[src/rtl/video_timing_gen_if.sv]
// Raster output bundle of video_timing_gen: sync, visible-pixel flag, coordinates,
// frame bookkeeping, the early fetch position and the test-pattern colour.
interface video_timing_gen_if;
   logic        hsync;
   logic        vsync;
   logic        de;
   logic [11:0] x;
   logic [11:0] y;
   logic        line_start;
   logic        frame_start;
   logic [15:0] frame_count;
   logic        fetch_valid;
   logic [11:0] fetch_x;
   logic [11:0] fetch_y;
   logic [23:0] rgb;

   modport master (
      output hsync, vsync, de, x, y, line_start, frame_start, frame_count,
             fetch_valid, fetch_x, fetch_y, rgb
   );

   modport slave (
      input  hsync, vsync, de, x, y, line_start, frame_start, frame_count,
             fetch_valid, fetch_x, fetch_y, rgb
   );
endinterface

[src/rtl/video_timing_gen.sv]
// Raster timing generator: h/v counters, registered sync/de/coordinate decode,
// a fetch position running PREFETCH cycles ahead, and a built-in test-pattern source.
module video_timing_gen #(
   parameter int H_ACTIVE = 640,
   parameter int H_FRONT  = 16,
   parameter int H_SYNC   = 96,
   parameter int H_BACK   = 48,
   parameter int V_ACTIVE = 480,
   parameter int V_FRONT  = 10,
   parameter int V_SYNC   = 2,
   parameter int V_BACK   = 33,
   parameter bit HS_POL   = 1'b0,
   parameter bit VS_POL   = 1'b0,
   parameter int PREFETCH = 2
) (
   input  logic                       clock,
   input  logic                       reset_n,
   input  logic                       enable,
   input  logic [1:0]                 pattern_sel,
   video_timing_gen_if.master         vid
);

   localparam int H_TOTAL = H_ACTIVE + H_FRONT + H_SYNC + H_BACK;
   localparam int V_TOTAL = V_ACTIVE + V_FRONT + V_SYNC + V_BACK;

   generate
      if (H_TOTAL > 4095 || V_TOTAL > 4095) begin : g_size_check
         $error("video_timing_gen: H_TOTAL and V_TOTAL must not exceed 4095");
      end
      if (PREFETCH < 0 || PREFETCH > H_FRONT + H_SYNC + H_BACK) begin : g_prefetch_check
         $error("video_timing_gen: PREFETCH must lie within the horizontal blanking");
      end
   endgenerate

   localparam logic [11:0] H_ACT    = 12'(H_ACTIVE);
   localparam logic [11:0] H_TOT    = 12'(H_TOTAL);
   localparam logic [11:0] H_LAST   = 12'(H_TOTAL - 1);
   localparam logic [11:0] V_ACT    = 12'(V_ACTIVE);
   localparam logic [11:0] V_LAST   = 12'(V_TOTAL - 1);
   localparam logic [11:0] HS_START = 12'(H_ACTIVE + H_FRONT);
   localparam logic [11:0] HS_END   = 12'(H_ACTIVE + H_FRONT + H_SYNC);
   localparam logic [11:0] VS_START = 12'(V_ACTIVE + V_FRONT);
   localparam logic [11:0] VS_END   = 12'(V_ACTIVE + V_FRONT + V_SYNC);
   localparam logic [11:0] PF       = 12'(PREFETCH);
   localparam logic [11:0] BAR_W    = 12'(H_ACTIVE / 8);

   logic [11:0] h;
   logic [11:0] v;
   logic [1:0]  pat_q;

   // Idle position is the start of vertical front porch, so the first frame gets its fetch lead.
   always_ff @(posedge clock or negedge reset_n) begin
      if (!reset_n) begin
         h <= '0;
         v <= V_ACT;
      end else if (!enable) begin
         h <= '0;
         v <= V_ACT;
      end else if (h == H_LAST) begin
         h <= '0;
         v <= (v == V_LAST) ? 12'd0 : v + 12'd1;
      end else begin
         h <= h + 12'd1;
      end
   end

   logic [11:0] src_h;
   logic [11:0] src_v;
   logic [12:0] fh_sum;
   logic [11:0] fh;
   logic [11:0] fv;
   logic        de_n;
   logic        line_start_n;
   logic        frame_start_n;
   logic        fetch_valid_n;
   logic        hsync_n;
   logic        vsync_n;
   logic [1:0]  pat_eff;
   logic [2:0]  bar;
   logic [11:0] bar_wide;
   logic [23:0] rgb_n;

   always_comb begin
      src_h         = enable ? h : 12'd0;
      src_v         = enable ? v : V_ACT;
      fh_sum        = {1'b0, src_h} + {1'b0, PF};
      fh            = fh_sum[11:0];
      fv            = src_v;
      if (fh_sum >= {1'b0, H_TOT}) begin
         fh = 12'(fh_sum - {1'b0, H_TOT});
         fv = (src_v == V_LAST) ? 12'd0 : src_v + 12'd1;
      end

      de_n          = enable && (h < H_ACT) && (v < V_ACT);
      line_start_n  = enable && (h == 12'd0);
      frame_start_n = enable && (h == 12'd0) && (v == 12'd0);
      fetch_valid_n = enable && (fh < H_ACT) && (fv < V_ACT);
      hsync_n       = ((src_h >= HS_START) && (src_h < HS_END)) ? HS_POL : ~HS_POL;
      vsync_n       = ((src_v >= VS_START) && (src_v < VS_END)) ? VS_POL : ~VS_POL;

      // The first pixel of a frame already uses the newly selected pattern.
      pat_eff       = frame_start_n ? pattern_sel : pat_q;
      bar_wide      = h / BAR_W;
      bar           = bar_wide[2:0];
      rgb_n         = 24'h000000;
      if (de_n) begin
         case (pat_eff)
            2'd1: begin
               case (bar)
                  3'd0:    rgb_n = 24'hFFFFFF;
                  3'd1:    rgb_n = 24'hFFFF00;
                  3'd2:    rgb_n = 24'h00FFFF;
                  3'd3:    rgb_n = 24'h00FF00;
                  3'd4:    rgb_n = 24'hFF00FF;
                  3'd5:    rgb_n = 24'hFF0000;
                  3'd6:    rgb_n = 24'h0000FF;
                  default: rgb_n = 24'h000000;
               endcase
            end
            2'd2:    rgb_n = (h[5] ^ v[5]) ? 24'hFFFFFF : 24'h000000;
            2'd3:    rgb_n = {h[7:0], v[7:0], h[7:0] ^ v[7:0]};
            default: rgb_n = 24'h000000;
         endcase
      end
   end

   always_ff @(posedge clock or negedge reset_n) begin
      if (!reset_n) begin
         vid.hsync       <= ~HS_POL;
         vid.vsync       <= ~VS_POL;
         vid.de          <= 1'b0;
         vid.x           <= '0;
         vid.y           <= V_ACT;
         vid.line_start  <= 1'b0;
         vid.frame_start <= 1'b0;
         vid.frame_count <= '0;
         vid.fetch_valid <= 1'b0;
         vid.fetch_x     <= PF;
         vid.fetch_y     <= V_ACT;
         vid.rgb         <= '0;
         pat_q           <= '0;
      end else begin
         vid.hsync       <= hsync_n;
         vid.vsync       <= vsync_n;
         vid.de          <= de_n;
         vid.x           <= src_h;
         vid.y           <= src_v;
         vid.line_start  <= line_start_n;
         vid.frame_start <= frame_start_n;
         vid.fetch_valid <= fetch_valid_n;
         vid.fetch_x     <= fh;
         vid.fetch_y     <= fv;
         vid.rgb         <= rgb_n;
         if (frame_start_n) begin
            vid.frame_count <= vid.frame_count + 16'd1;
            pat_q           <= pattern_sel;
         end
      end
   end

endmodule

[src/flat_wrapper.sv]
// flat-port wrapper written by rule: the top's interface ports become plain ports
module video_timing_gen_flat 
#(
   parameter int H_ACTIVE = 640,
   parameter int H_FRONT  = 16,
   parameter int H_SYNC   = 96,
   parameter int H_BACK   = 48,
   parameter int V_ACTIVE = 480,
   parameter int V_FRONT  = 10,
   parameter int V_SYNC   = 2,
   parameter int V_BACK   = 33,
   parameter bit HS_POL   = 1'b0,
   parameter bit VS_POL   = 1'b0,
   parameter int PREFETCH = 2
)
  (clock, reset_n, enable, pattern_sel, vid_hsync, vid_vsync, vid_de, vid_x, vid_y, vid_line_start, vid_frame_start, vid_frame_count, vid_fetch_valid, vid_fetch_x, vid_fetch_y, vid_rgb);
  video_timing_gen_if vid_i ();
  input  logic clock;
  input  logic reset_n;
  input  logic enable;
  input  logic [1:0] pattern_sel;
  output wire logic [$bits(vid_i.hsync)-1:0] vid_hsync;
  output wire logic [$bits(vid_i.vsync)-1:0] vid_vsync;
  output wire logic [$bits(vid_i.de)-1:0] vid_de;
  output wire logic [$bits(vid_i.x)-1:0] vid_x;
  output wire logic [$bits(vid_i.y)-1:0] vid_y;
  output wire logic [$bits(vid_i.line_start)-1:0] vid_line_start;
  output wire logic [$bits(vid_i.frame_start)-1:0] vid_frame_start;
  output wire logic [$bits(vid_i.frame_count)-1:0] vid_frame_count;
  output wire logic [$bits(vid_i.fetch_valid)-1:0] vid_fetch_valid;
  output wire logic [$bits(vid_i.fetch_x)-1:0] vid_fetch_x;
  output wire logic [$bits(vid_i.fetch_y)-1:0] vid_fetch_y;
  output wire logic [$bits(vid_i.rgb)-1:0] vid_rgb;
  assign vid_hsync = vid_i.hsync;
  assign vid_vsync = vid_i.vsync;
  assign vid_de = vid_i.de;
  assign vid_x = vid_i.x;
  assign vid_y = vid_i.y;
  assign vid_line_start = vid_i.line_start;
  assign vid_frame_start = vid_i.frame_start;
  assign vid_frame_count = vid_i.frame_count;
  assign vid_fetch_valid = vid_i.fetch_valid;
  assign vid_fetch_x = vid_i.fetch_x;
  assign vid_fetch_y = vid_i.fetch_y;
  assign vid_rgb = vid_i.rgb;
  video_timing_gen #(.H_ACTIVE(H_ACTIVE), .H_FRONT(H_FRONT), .H_SYNC(H_SYNC), .H_BACK(H_BACK), .V_ACTIVE(V_ACTIVE), .V_FRONT(V_FRONT), .V_SYNC(V_SYNC), .V_BACK(V_BACK), .HS_POL(HS_POL), .VS_POL(VS_POL), .PREFETCH(PREFETCH)) u_core (.clock(clock), .reset_n(reset_n), .enable(enable), .pattern_sel(pattern_sel), .vid(vid_i));
endmodule
[config.mk]
export PLATFORM = sky130hd
export DESIGN_NAME = video_timing_gen_flat
export DESIGN_NICKNAME = d
export VERILOG_FILES = /design/src/rtl/video_timing_gen_if.sv /design/src/rtl/video_timing_gen.sv /design/src/flat_wrapper.sv
export SDC_FILE = /design/constraint.sdc
export NUM_CORES = 1
export LEC_CHECK = 0
export BUFFER_PORTS_ARGS = -buffer_cell sky130_fd_sc_hd__buf_2
export CORE_ASPECT_RATIO = 0.75
export CORE_UTILIZATION = 30
export DETAILED_ROUTE_END_ITERATION = 6
export GPL_TIMING_DRIVEN = 0
export HOLD_SLACK_MARGIN = 0.06
export PLACE_DENSITY = 0.55
export RECOVER_POWER = 50
export SYNTH_ARGS = -nofsm -noshare
export SYNTH_HDL_FRONTEND = slang
export SYNTH_SLANG_ARGS = --single-unit
[constraint.sdc]
create_clock -name clock -period 5.03 [get_ports clock]
set_input_delay 0.503 -clock clock [delete_from_list [all_inputs] [get_ports clock]]
set_output_delay 0.503 -clock clock [all_outputs]
set_load 0.02 [all_outputs]
==> run_results.csv <==
group,metric,value,unit
clock_network,cts.sinks,119,
critical_path,cp_slowest_cell,"nor4b_1",
power,finalPower,2230,uW
floorplanning,die_y,125,um
logic_synthesis,synth.area.top_cells,"dfrtp_1, dfstp_2, nand2_1",
logic_synthesis,yosysTopAreaCellShare,0.431,
clock_network,cts_buffer_depth,2,
sta,finalHoldViolCount,0,
placement,port_buffers,98,
global_routing,grt.overflow.total,0,
clock_network,cts_buffers,17,
clock_network,htree_levels,4,
final_layout,layout.nets,753,
clock_network,clkLatencyLatePin,0.43,ns
worst_hold_path,min_from,"pattern_sel[1]",
sta,period_share,0.902,
logic_synthesis,ys_seq_area_frac,0.496,
route,routed_wl,16700,um
logic_synthesis,ys_types,69,
floorplanning,rows,44,
worst_hold_path,hold_class,"primary input to flip-flop",
critical_path,cp_data_arrival_time,4.83,ns
global_routing,grt_pass1_wl,27800,um
power,p_leak,0.00342,uW
logic_synthesis,synth_edf_count,0,
sta,fin_ws,0.495,ns
floorplanning,initial_core_util,0.309,
global_routing,grt_max_degree,88,
critical_path,path_class,"primary input to flip-flop",
route,via_per_inst,4.88,
logic_synthesis,synth_common_cells,"dfrtp_1, nand2_1, nor2_1",
sta,slew_headroom,-0.440,
worst_hold_path,hold_path_end,"u_core.pat_q[1]",
sta,worst_slew_pin_slew,2.16,ns
logic_synthesis,yosysMostFrequentCell,"dfrtp_1",
logic_synthesis,synthArstFlopShare,1.00,
critical_path,path_cells,"buf_2, clkbuf_1, clkbuf_2, clkbuf_2, clkbuf_2, nand2_1, inv_1, ha_1, and3_1, xor2_1, nand2_1, inv_1, ha_1, o311ai_0, nor4_1, o221ai_1, and2_1, buf_4, nor4b_1, o41ai_1, nor4b_2",
logic_synthesis,synth_warnings,0,
logic_synthesis,synthCells,618,
power,ir_drop,0.211,mV
sta,fmax,0.220,GHz
sta,rsz0062_at_grt,"false",
critical_path,critical_path.startpoint_type,"primary input",
route,vias,4885,
sta,fin_skew,0.0225,ns
sta,whs,0.409,ns
route,wl_per_cell,16.6,um
logic_synthesis,synth_top_cell_by_area,"dfrtp_1",
global_routing,first_global_vias,4834,
route,firstDrtPassIters,7,
outcome,status,"finished, violations left",
floorplanning,die_area,0.0207,mm^2
placement,placed_cell_area,0.00688,mm^2
worst_hold_path,whs_path_depth,2,
final_layout,drive_gt1_frac,0.196,
placement,place_ws,-0.498,ns
critical_path,r2r_setup_slack,1.11,ns
route,drc_errors,10,
sta,finalSetupViolCount,0,
global_routing,grt_usage,0.172,
sta,period_needed,4.54,ns
floorplanning,dieWidth,166,um
critical_path,reg2regPathDepth,17,
critical_path,worst_path_most_repeated_cell,"clkbuf_2",
critical_path,slowest_delay,0.41,ns
critical_path,path_max_fanout,10,
sta,maxSlewViolCount,122,
critical_path,r2r-start,"u_core.h[1]",
route,ant_nets,0,
critical_path,required,5.32,ns
logic_synthesis,ys_seq_elements,119,
floorplanning,core_area,0.0195,mm^2
power,pwr_density_cell,302,mW/mm^2
critical_path,worstReg2RegEnd,"u_core.vid.fetch_valid",
final_layout,nFillCells,2004,
clock_network,post_cts_buffers,0,
floorplanning,num_io_pins,99,
outcome,violations,"design-rule violations, max-capacitance violations, max-slew violations",
clock_network,cts_tree,"done",
run,maxCapViolations,2,
logic_synthesis,syn-num-nets,634,
final_layout,area_growth,22.2,%
final_layout,fin_area,0.00738,mm^2
clock_network,cts-root-buf,"clkbuf_16",
final_layout,antenna_cells,0,
placement,gp_congestion,0.873,
placement,hpwl,12100,um
route,drt_iter0_markers,475,
logic_synthesis,syn_area,0.00604,mm^2
logic_synthesis,synth_top_flop_cell,"dfrtp_1",
critical_path,critPathCaptureType,"flip-flop",
logic_synthesis,avgSynthCellArea,9.78,um^2
clock_network,clk_pin_slew,0.05,ns
global_routing,antenna_found_initial,0,
-- how the worst max path moves through the flow --
stage | cells past startpoint | slack [ns] | from | to
after floorplan | 19 | 0.96 | enable | u_core.vid.fetch_valid
after global placement | 21 | -0.54 | enable | u_core.vid.fetch_y[5]
after detailed placement | 21 | -0.50 | enable | u_core.vid.fetch_y[5]
after CTS | 20 | 0.11 | enable | u_core.vid.fetch_y[5]
after global routing | 20 | 0.06 | enable | u_core.vid.fetch_valid
final | 21 | 0.49 | enable | u_core.vid.fetch_valid
-- registers in the layout, indices dropped and copies added, names as in the netlist --
signal / cells
u_core.vid.rgb: 24
u_core.vid.fetch_y: 12
u_core.vid.frame_count: 16
u_core.pat_q: 2
u_core.vid.hsync: 1
u_core.vid.fetch_x: 11
u_core.vid.de: 1
u_core.vid.fetch_valid: 1
u_core.vid.line_start: 1
u_core.vid.frame_start: 1
u_core.vid.x: 12
u_core.vid.vsync: 1
u_core.vid.y: 12
u_core.h: 12
u_core.v: 12
-- critical path: cells and delay by family --
family                     cells  cell delay (ns)
buffers and inverters          8             1.68
xor gates and xnor gates       1             0.16
and+or+nand+nor                7             1.53
AOI/OAI and AO/OA              3             0.48
adders and majority gates      2             0.47
-- repair_timing --
action | CTS | global route
hold buffers | 1 | 0
endpoints found under the hold margin | 22 | 0
setup endpoints to repair | 2 | 12
gates resized for setup | 1 | 6
-- metrics by stage --
step | setup TNS (ns) | cells | util
2_1_floorplan | 0 | 618 | -
3_3_place_gp | -4.71 | 969 | 0.350
3_5_place_dp | -3.82 | 970 | 0.352
4_1_cts | 0 | 1002 | 0.381
5_1_grt | 0 | 1002 | 0.378
6_report | 0 | 1002 | 0.378
-- power breakdown --
part           internal, uW  switching, uW  total, uW
combinational          25.6           74.8        100
sequential              971           7.47        979
clock                   724            424       1150
-- final cells by class --
class / instances / area [um^2] / share of cell area
Timing Repair Buffer: 100 / 459 / 0.0622
Multi-Input combinational cell: 435 / 2760 / 0.373
Tap cell: 253 / 317 / 0.0429
Inverter: 22 / 82.6 / 0.0112
Sequential cell: 119 / 3000 / 0.406
Clock buffer: 23 / 488 / 0.0661
Clock inverter: 8 / 72.6 / 0.00983
Buffer: 42 / 210 / 0.0285
-- cell families after synthesis --
kind of cell,Yosys count,synth area share
simple gates,255,0.219
mux,10,0.0180
xor+xnor,53,0.0768
fa+ha+maj,13,0.0261
flops,119,0.496
compound gates,104,0.116
buf+inv,64,0.0478
-- layer usage --
| layer | track usage | up-vias | routed length [um] |
|---|---|---|---|
| met3 | 0.0505 | 10 | 1160 |
| met5 | 0 | - | 0 |
| li1 | - | 2384 | - |
| met2 | 0.226 | 165 | 6410 |
| met4 | 0.0390 | 0 | 129 |
| met1 | 0.271 | 2326 | 8980 |
-- layout by cell type, fill, tap and decap left out, drive strengths merged, types with 7 or more instances in the layout --
cell and instances:
a21oi 26, buf 81, nand4 14, nor4 7, nor2 50, ha 11
o21ai 19, a31oi 12, and2 18, and3 10, xnor2 27, inv 21
nand3 28, clkbuf 83, nand2 76, xor2 26, nand2b 12, nor3 9
dfstp 15, o21a 7, dfrtp 104
Power figures use the tool's default switching activity.
